### src/rtl/serial_arith_pkg.sv
// Shared types and helpers for the serial arithmetic blocks.
//   state_e    : packet framing state (IDLE between packets, BUSY inside one)
//   cnt_width  : width of a digit counter that saturates at max_digits+1
package serial_arith_pkg;

    typedef enum logic {
        IDLE = 1'b0,
        BUSY = 1'b1
    } state_e;

    // The counter must hold 0 .. max_digits+1, so size it for max_digits+2 codes.
    function automatic int cnt_width(input int max_digits);
        return $clog2(max_digits + 2);
    endfunction

endpackage

### src/rtl/digit_adder.sv
// Combinational DIGIT_W-bit adder slice for the digit-serial add/subtract path.
//   a, b_eff : operand digits (b_eff is already inverted for subtract)
//   cin      : carry into the LSB
//   d        : sum digit
//   cout     : carry out of the MSB
//   a_msb, b_msb, d_msb : sign bits used by the signed-overflow check
module digit_adder
    import serial_arith_pkg::*;
#(
    parameter int DIGIT_W = 1
) (
    input  logic [DIGIT_W-1:0] a,
    input  logic [DIGIT_W-1:0] b_eff,
    input  logic               cin,
    output logic [DIGIT_W-1:0] d,
    output logic               cout,
    output logic               a_msb,
    output logic               b_msb,
    output logic               d_msb
);

    assign {cout, d} = {1'b0, a} + {1'b0, b_eff} + {{DIGIT_W{1'b0}}, cin};

    assign a_msb = a[DIGIT_W-1];
    assign b_msb = b_eff[DIGIT_W-1];
    assign d_msb = d[DIGIT_W-1];

endmodule

### src/rtl/digit_serial_addsub.sv
// Digit-serial adder/subtractor, DIGIT_W bits per beat, LS digit first.
// One-cycle registered latency, no backpressure.
//   clk, rst          : clock, asynchronous active-low reset
//   in_vld, in_last   : input beat framing (in_last qualified by in_vld)
//   sub               : 0 = a+b, 1 = a-b; taken from the first beat only
//   a, b              : operand digits
//   out_vld, out_last : result beat framing
//   sum               : result digit (0 when out_vld=0)
//   carry_out, ovf, len_err : end-of-packet status, nonzero only with out_last
//
// state | meaning
// IDLE  | between packets; next valid beat is a first digit
// BUSY  | inside a packet; mode and carry come from registers
module digit_serial_addsub
    import serial_arith_pkg::*;
#(
    parameter int DIGIT_W    = 1,
    parameter int MAX_DIGITS = 32
) (
    input  logic               clk,
    input  logic               rst,
    input  logic               in_vld,
    input  logic               in_last,
    input  logic               sub,
    input  logic [DIGIT_W-1:0] a,
    input  logic [DIGIT_W-1:0] b,
    output logic               out_vld,
    output logic               out_last,
    output logic [DIGIT_W-1:0] sum,
    output logic               carry_out,
    output logic               ovf,
    output logic               len_err
);

    localparam int               CNT_W   = cnt_width(MAX_DIGITS);
    localparam logic [CNT_W-1:0] CNT_MAX = CNT_W'(MAX_DIGITS);
    localparam logic [CNT_W-1:0] CNT_SAT = CNT_W'(MAX_DIGITS + 1);

    state_e             state_q;
    logic               carry_q;
    logic               mode_q;
    logic [CNT_W-1:0]   cnt_q;
    logic               err_q;

    logic               first;
    logic               m_eff;
    logic               c_in;
    logic [DIGIT_W-1:0] b_eff;
    logic [DIGIT_W-1:0] d;
    logic               c_next;
    logic               a_msb;
    logic               b_msb;
    logic               d_msb;
    logic               ovf_now;
    logic [CNT_W-1:0]   cnt_base;
    logic [CNT_W-1:0]   cnt_next;
    logic               err_now;

    // On a first beat the stored carry/mode/count belong to no packet, so they
    // are bypassed; this is what lets back-to-back packets run without a bubble.
    always_comb begin
        first    = (state_q == IDLE);
        m_eff    = first ? sub : mode_q;
        c_in     = first ? sub : carry_q;
        b_eff    = m_eff ? ~b : b;
        cnt_base = first ? '0 : cnt_q;
        cnt_next = (cnt_base == CNT_SAT) ? CNT_SAT : cnt_base + CNT_W'(1);
        err_now  = (first ? 1'b0 : err_q) | (cnt_base == CNT_MAX);
        ovf_now  = (a_msb == b_msb) && (d_msb != a_msb);
    end

    digit_adder #(
        .DIGIT_W (DIGIT_W)
    ) u_digit_adder (
        .a     (a),
        .b_eff (b_eff),
        .cin   (c_in),
        .d     (d),
        .cout  (c_next),
        .a_msb (a_msb),
        .b_msb (b_msb),
        .d_msb (d_msb)
    );

    always_ff @(posedge clk or negedge rst) begin
        if (!rst) begin
            state_q   <= IDLE;
            carry_q   <= 1'b0;
            mode_q    <= 1'b0;
            cnt_q     <= '0;
            err_q     <= 1'b0;
            out_vld   <= 1'b0;
            out_last  <= 1'b0;
            sum       <= '0;
            carry_out <= 1'b0;
            ovf       <= 1'b0;
            len_err   <= 1'b0;
        end else begin
            out_vld   <= in_vld;
            out_last  <= in_vld & in_last;
            sum       <= in_vld ? d : '0;
            carry_out <= in_vld & in_last & c_next;
            ovf       <= in_vld & in_last & ovf_now;
            len_err   <= in_vld & in_last & err_now;

            if (in_vld) begin
                if (in_last) begin
                    state_q <= IDLE;
                    carry_q <= 1'b0;
                    mode_q  <= 1'b0;
                    cnt_q   <= '0;
                    err_q   <= 1'b0;
                end else begin
                    state_q <= BUSY;
                    carry_q <= c_next;
                    mode_q  <= m_eff;
                    cnt_q   <= cnt_next;
                    err_q   <= err_now;
                end
            end
        end
    end

endmodule

### config.mk
export PLATFORM = sky130hd
export DESIGN_NAME = digit_serial_addsub
export DESIGN_NICKNAME = d
export VERILOG_FILES = /design/src/rtl/serial_arith_pkg.sv /design/src/rtl/digit_adder.sv /design/src/rtl/digit_serial_addsub.sv
export SDC_FILE = /design/constraint.sdc
export NUM_CORES = 1
export LEC_CHECK = 0
export ABC_AREA = 1
export CAP_MARGIN = 20
export CORE_MARGIN = 2
export CORE_UTILIZATION = 50
export CTS_BUF_LIST = sky130_fd_sc_hd__clkbuf_2
export DETAILED_ROUTE_END_ITERATION = 12
export PLACE_DENSITY = 0.8
export SYNTH_ARGS = -nofsm -noshare
export SYNTH_HDL_FRONTEND = slang
export SYNTH_HIERARCHICAL = 1
export SYNTH_SLANG_ARGS = --single-unit
### constraint.sdc
create_clock -name clk -period 2.6 [get_ports clk]
set_input_delay 0.39 -clock clk [delete_from_list [all_inputs] [get_ports clk]]
set_output_delay 0.39 -clock clk [all_outputs]
set_load 0.05 [all_outputs]
### After elaboration in Yosys (flattened, before gate mapping)

Cells that the tools add are included.

* register bits after elaboration: 16
* latch bits: 0
* bits in writable memories: 0
* memory bits (read-only): 0
* bits of input ports: 7
* output and inout bits: 6
* word-level logic and storage cells: 37
* memories kept: 0

* $add $sub $neg: 3
* $mul: 0
* div/mod/pow operators: 0
* order comparisons: 0
* equality and inequality tests: 4
* shifts and indexed selects: 0
* mux-type cells: 12
* bitwise operators: 6
* reduce and logical (&&, ||, !) cells: 1

Operators by type and width (number)
* $mux W6: 3
* $eq A6 B6 Y1 const B: 2
* $mux W1: 9
* $add A6 B1 Y6 const B: 1
* $and A1 B1 Y1: 4
* $add A1 B1 Y2: 1
* $add A2 B1 Y2: 1
* $eq A1 B1 Y1: 1
* $logic_and A1 B1 Y1: 1
* $ne A1 B1 Y1: 1
* $not A1 Y1: 1
* $or A1 B1 Y1: 1

### Depth between registers and ports, before layout

Gate-level depths: netlist of the first run.

* depth after elaboration: 7
* depth in mapped cells: 9
* depth with buffers taken out: 7

### By module

Netlist of the first run, hierarchy kept.

Modules (own cells, without submodules)
* digit_serial_addsub: times used 1, cells each 101, area each 798.3 um^2, seq. area each 400.4 um^2
* digit_adder: times used 1, cells each 4, area each 42.5 um^2, seq. area each 0.0 um^2

### Least setup slack after synthesis of the first run

Ideal clock, no wire load.

* kind: register -> register
* start point: reg state_q
* end point: reg ovf
* library setup time: 0.086 ns
* arrival: 1.874 ns
* required time: 2.514 ns
* path slack: 0.640 ns
* stages on the path, launching flop included: 10
* path buffers: 2
* clock period less this slack: 1.960 ns
* cells stage by stage: dfrtp_1 buf_6 inv_1 nand2_1 o21a_1 xnor2_1 fa_1 buf_4 o21a_1 nor3_1

* cells in the longest elaborated chain, start to end: 7
* elaborated cells between the ends (all ways): 9
* classes of those cells: add/sub (2); eq/ne (2); mux (3); bitwise (1); reduce/logical (1)

RTL lines
* start: declaration: line digit_serial_addsub.sv:39 `state_e state_q;`
* start signal: assignment: line digit_serial_addsub.sv:87 `state_q <= IDLE;`
* start signal: assignment: line digit_serial_addsub.sv:108 `state_q <= IDLE;`
* start signal: assignment: line digit_serial_addsub.sv:114 `state_q <= BUSY;`
* $mux W1: line digit_serial_addsub.sv:63 `m_eff = first ? sub : mode_q;`
* $mux W1: line digit_serial_addsub.sv:65 `b_eff = m_eff ? ~b : b;`
* named net b_eff: line digit_serial_addsub.sv:48 `logic [DIGIT_W-1:0] b_eff;`
* $add A1 B1 Y2: line digit_adder.sv:22 `assign {cout, d} = {1'b0, a} + {1'b0, b_eff} + {{DIGIT_W{1'b0}}, cin};`
* $add A2 B1 Y2: line digit_adder.sv:22
* named net d: line digit_serial_addsub.sv:49 `logic [DIGIT_W-1:0] d;`
* $ne A1 B1 Y1: line digit_serial_addsub.sv:69 `ovf_now = (a_msb == b_msb) && (d_msb != a_msb);`
* $logic_and A1 B1 Y1: line digit_serial_addsub.sv:69
* $and A1 B1 Y1: line digit_serial_addsub.sv:103 `ovf <= in_vld & in_last & ovf_now;`
* end signal: assignment: line digit_serial_addsub.sv:103
* end: declaration: line digit_serial_addsub.sv:31 `output logic ovf,`

The timed path passes the listed nets, and every way through them passes these cells.
A chain may end at the register's enable or synchronous reset.

### Worst setup path after layout of the first run

Ends and elaborated chain as after synthesis.

==> reports/qor.csv, run 1 <==
metric;value;unit
die_w;45.01;um
rsz0062_at_grt;no;
yosys-top-cells-area;dfrtp_1 (48%), nand2_1 (15%), inv_1 (6.7%);
syn_avg_cell_area;8.008;um2
min_period;2209;ps
syn-instance-count;105;
whs;504.3;ps
grt_pass1_wl;2497;um
post_cts_buffers;0;
numCtsBuffers;3;
crit_path_end_kind;register;
required;2810;ps
die_h;45.01;um
yosysSeqAreaShare;0.4762;
drive_gt1_frac;0.08621;
root_buffer;clkbuf_2;
antenna_found_initial;0;
clock_path_buffers;2;
powerDensity;500.4;nW/um2
io_pins;13;
path_max_fanout;12;
hold_violations;0;
ys.flop_type;dfrtp_1;
drtAntennaViolNets;0;
routed_wl;1451;um
cts_hold_buffers;0;
max_cap_violations;0;
post_cts_resize_count;0;
synth_top_cell_area_share;0.4762;
dp_hpwl;1132;um
wl_per_cell;10.99;um
core-area;1541;um2
status;complete, no violations;
syn_to_final_growth;14.43;%
grt_use_met3;0.02400;
finalSetupTns;0;ps
synthArstFlopShare;1.000;
crit_type;register to register;
overflow;0;
via_per_inst;5.159;
syn-num-nets;113;
setup_viol;0;
grt_use_total;0.1787;
grt_pass1_vias;622;
cts_sinks;16;
gp_congestion;0.8523;
ys_ff_latch;16;
grt.busiest_layer;met2;
worst_hold_path_type;register to register;
htreeDepth;1;
yosysTopAreaCell;dfrtp_1;
drt-pass1-iter-count;4;
nNetsFinal;126;
cp.arrival;2420;ps
fin_crit_sh;0.8496;
fmax;452.7;MHz
slew_violations;0;
cp-start-kind;register;
synth_cell_types;22;
initial_utilization;0.5455;
die_area;2025;um2
yosysWarnings;6;
io_buffers;12;
dr_total_vias;681;
drc;0;
rows;14;
grtUsageMet1;0.2101;
worstSkewPairLatency;270;ps
tightest_slew;688.0;ps
grt_max_degree;17;
antenna_cells;0;
netlist_area;840.8;um2
leakage;0.4938;nW
drtIter0Drc;13;
fin_skew;2.887;ps
maxSlewHeadroom;0.5399;
synth_edf_count;0;
cts_tree;built;
clk_pin_slew;130;ps
grtUsageMet2;0.3086;
vdd_ir_drop_max;0.3402;mV
==> cells in the mapped netlist, types with 2 or more instances <==
library cell,count
nor2_4,2
o21a_1,2
a21oi_1,3
buf_4,3
o21ai_0,5
nand3_1,4
nor2_1,7
nand2_1,34
dfrtp_1,16
inv_2,2
o22ai_1,2
inv_1,15
==> flip-flops by register name, summed over array words and instances, names as in the netlist <==
register and count:
state_q 1, carry_q 1, carry_out 1, err_q 1
ovf 1, out_last 1, mode_q 1, cnt_q 6
sum 1, len_err 1, out_vld 1
==> layer usage <==
layer | up-vias | share of wire
met2 | 14 | 0.55
met4 | 0 | 0.0055
met5 | - | 0
met1 | 323 | 0.42
met3 | 2 | 0.026
li1 | 342 | -
==> through the flow <==
stage / util / std cells / power, W / instance area [um2] / worst slack (ps)
3_5_place_dp: 0.6144 / 129 / 0.0003867 / 947.2 / 342.3
4_1_cts: 0.6242 / 132 / 0.0004865 / 962.2 / 390.7
3_3_place_gp: 0.6144 / 129 / 0.0003821 / 947.2 / 414.3
5_1_grt: 0.6242 / 132 / 0.0005087 / 962.2 / 185.7
2_1_floorplan: - / 105 / 0.0003583 / 840.8 / 639.7
6_report: 0.6242 / 132 / 0.0004815 / 962.2 / 391.2
==> cell type report <==
cell class              instances  area (um2)
multi-input cells              68       342.8
inverters                      17       63.81
fillers                       144       579.3
clock buffers                   3       15.01
repair buffers                 12       120.1
well taps                      16       20.02
flip-flops and latches         16       400.4
==> worst paths after layout <==
path	endpoint	cells after the start	start	slack (ps)
worst max-delay path	ovf	6	state_q	390
worst max register to register	ovf	6	state_q	390
worst min-delay path	err_q	2	err_q	500
worst min register to register	err_q	2	err_q	500
min in group asynchronous	mode_q	1	rst	510
max in group asynchronous	cnt_q[3]	1	rst	1650
==> power by group <==
part	internal, W	switching (W)	total [W]	leakage (nW)
clock network	0.0000315	0.0000687	0.000100	0.0125
registers	0.000263	0.0000119	0.000275	0.213
logic	0.0000394	0.0000671	0.000107	0.268
==> critical path, stage by stage (launching register included) <==
cell and delay (ps):
dfrtp_1 620, inv_1 140, o21a_1 240, xnor2_1 300
fa_1 510, o21a_1 200, nor3_1 110
==> cell families after synthesis <==
kind of cell,after synthesis,share of synthesized area
AOI/OAI and AO/OA,13,0.08629
buffers and inverters,21,0.1161
DFF,16,0.4762
and+or+nand+nor,53,0.2872
adders and majority gates,1,0.02381
xor gates and xnor gates,1,0.01042
==> cells in the final DEF, fill, tap and decap left out <==
| cell type | n |
|---|---|
| o21ai_0 | 5 |
| nor2_1 | 7 |
| nand3_1 | 4 |
| nor2_2 | 1 |
| nand2_4 | 1 |
| dfrtp_1 | 16 |
| nor3_1 | 1 |
| a21oi_1 | 3 |
| o21a_1 | 2 |
| inv_2 | 2 |
| inv_1 | 15 |
| nand2_1 | 34 |
| nand3_2 | 1 |
| xnor2_1 | 1 |
| o21ai_1 | 1 |
| o22ai_1 | 2 |
| fa_1 | 1 |
| clkbuf_2 | 3 |
| nand2b_1 | 1 |
| clkdlybuf4s50_1 | 12 |
| nand4_1 | 1 |
| nor2_4 | 2 |
No activity file was read; power rests on OpenSTA's default activity.
==> run 2, diff against run 1 <==
- clock period: 2.6 -> 2.3 ns (I/O delays scaled with it)
==> run 2 against run 1 <==
Against the previous run:
- via count is 5.4% lower
- first-iteration DRC count is 54% lower
- die area unchanged
- final cell count is 1.5% higher
- register-to-register slack about the same
- utilization is 0.73 points higher
- wire length shrank 2.9%
- sequential power increased by 11%
- count of clock-buffer cells in the layout did not move
- combinational power rose by 20%
- power is 14% higher
- sequential cell count did not move
- critical endpoint unchanged
- highest routed layer unchanged
==> reports/qor.csv, run 2 (same netlist as run 1, synthesis figures left out) <==
metric;value;unit;change
overflow;0;;unchanged
drt-pass1-iter-count;4;;unchanged
slew_violations;0;;unchanged
fin_skew;4.442;ps;+1.555 ps
io_pins;13;;unchanged
post_cts_buffers;0;;unchanged
drive_gt1_frac;0.09322;;+0.007013
fin_crit_sh;0.8329;;
root_buffer;clkbuf_2;;
drtIter0Drc;6;;-7
rows;14;;unchanged
die_h;45.01;um;unchanged
crit_chain;clkdlybuf4s50_1, nand2_1, o21a_1, xnor2_1, fa_1, o21a_1, nor3_1;;
rsz0062_at_grt;no;;
path_max_fanout;3;;-9
fmax;522.0;MHz;
grt_pass1_vias;627;;+0.80%
critical_path.max_stage_delay;510;ps;-110 ps
cp.arrival;2110;ps;-310 ps
max_flop_register;cnt_q;;
cp-start-kind;input pin;;
max_cap_violations;0;;unchanged
largest_reg_flops;6;;unchanged
grt_use_total;0.1827;;+0.003998
cts_tree;built;;
via_per_inst;4.806;;-6.8%
wl_per_cell;10.51;um;-4.3%
dr_total_vias;644;;-5.4%
maxSlewHeadroom;0.5344;;-0.005512
cts_sinks;16;;unchanged
layout_common_cells;nand2_1 (34), dfrtp_1 (16), inv_1 (15), clkdlybuf4s50_1 (12), nor2_1 (7);;
crit_type;input pin to register;;
io_buffers;12;;unchanged
drtAntennaViolNets;0;;unchanged
core-area;1541;um2;unchanged
finalSetupTns;0;ps;unchanged
initial_utilization;0.5455;;unchanged
worst_hold_path_type;input pin to asynchronous set/reset pin;;
cpMostUsedCell;o21a_1;;
tightest_slew;696.2;ps;+8.243 ps
vdd_ir_drop_max;0.3557;mV;+4.5%
clock_path_buffers;2;;unchanged
die_w;45.01;um;unchanged
nNetsFinal;127;;+0.79%
leakage;0.5003;nW;+1.3%
setup_viol;0;;unchanged
placed_area;954.7;um2;+0.79%
crit_path_end_kind;register;;
die_area;2025;um2;unchanged
final_util;0.6315;;+0.007306
status;complete, no violations;;
nFillCells;136;;-5.6%
grt_max_degree;17;;unchanged
gp_congestion;0.8218;;-3.6%
cts_hold_buffers;0;;unchanged
crit_path_top_delay_cell;fa_1;;
hold_violations;0;;unchanged
htreeDepth;1;;unchanged
worstSkewPairLatency;270;ps;about the same
powerDensity;563.0;nW/um2;+13%
antenna_cells;0;;unchanged
final_area;973.4;um2;+1.2%
dp_hpwl;1138;um;+0.52%
drc;0;;unchanged
numCtsBuffers;3;;unchanged
syn_to_final_growth;15.77;%;
antenna_found_initial;0;;unchanged
mostFrequentLayoutCell;nand2_1;;
required;2490;ps;-320 ps
clk_pin_slew;140;ps;about the same
min_period;1916;ps;
routed_wl;1409;um;-2.9%
grt_pass1_wl;2622;um;+5.0%
post_cts_resize_count;0;;unchanged
## run 2: cell type report
cell class | instances | area, um2 | share of cell area
Tap cell | 16 | 20.02 | 0.02057
Timing Repair Buffer | 13 | 127.6 | 0.1311
Clock inverter | 1 | 3.754 | 0.003856
Sequential cell | 16 | 400.4 | 0.4113
Multi-Input combinational cell | 68 | 342.8 | 0.3522
Inverter | 17 | 63.81 | 0.06555
Clock buffer | 3 | 15.01 | 0.01542
## run 2: path summary, 6_finish.rpt
kind                               from       end  slack (ps)  cells past startpoint
worst max-delay path                sub       ovf         380                      7
worst min-delay path                rst       sum         480                      1
worst max register to register  state_q       ovf         390                      7
worst min register to register    err_q     err_q         520                      2
max in group asynchronous           rst  cnt_q[5]        1380                      1
min in group clk                  err_q     err_q         520                      2
## run 2: routing by layer
| layer | track usage | wire [um] | share of wire | vias to the layer above |
|---|---|---|---|---|
| li1 | - | - | - | 344 |
| met4 | 0.08824 | 13 | 0.0092 | 0 |
| met2 | 0.2971 | 731 | 0.52 | 6 |
| met3 | 0.03600 | 28 | 0.020 | 2 |
| met1 | 0.2324 | 636 | 0.45 | 292 |
| met5 | 0 | 0 | 0 | - |
## run 2: per-stage QoR
step | total power, W | cells | hold WS [ps] | setup WS, ps
floorplan | 0.0004050 | 105 | 49.41 | 339.7
finish | 0.0005480 | 134 | 477.2 | 384.3
global placement | 0.0004347 | 130 | 467.2 | 161.7
global route | 0.0005891 | 134 | 483.2 | 214.3
detailed placement | 0.0004395 | 130 | 491.2 | 91.76
CTS | 0.0005576 | 134 | 485.2 | 371.7
## run 2: worst max-delay path: cells and delay by family
| family | cells | cell delay [ps] |
|---|---|---|
| XOR/XNOR | 1 | 280 |
| AO/OA/AOI/OAI | 2 | 330 |
| adder cells (fa/ha/maj) | 1 | 510 |
| AND/OR/NAND/NOR | 2 | 180 |
| buffers and inverters | 1 | 450 |
## run 2: power by group
part           internal (W)  total [W]  switching [W]
Sequential         0.000297   0.000305     0.00000785
Clock             0.0000378   0.000115      0.0000775
Combinational     0.0000468   0.000128      0.0000809
Total              0.000382   0.000548       0.000166
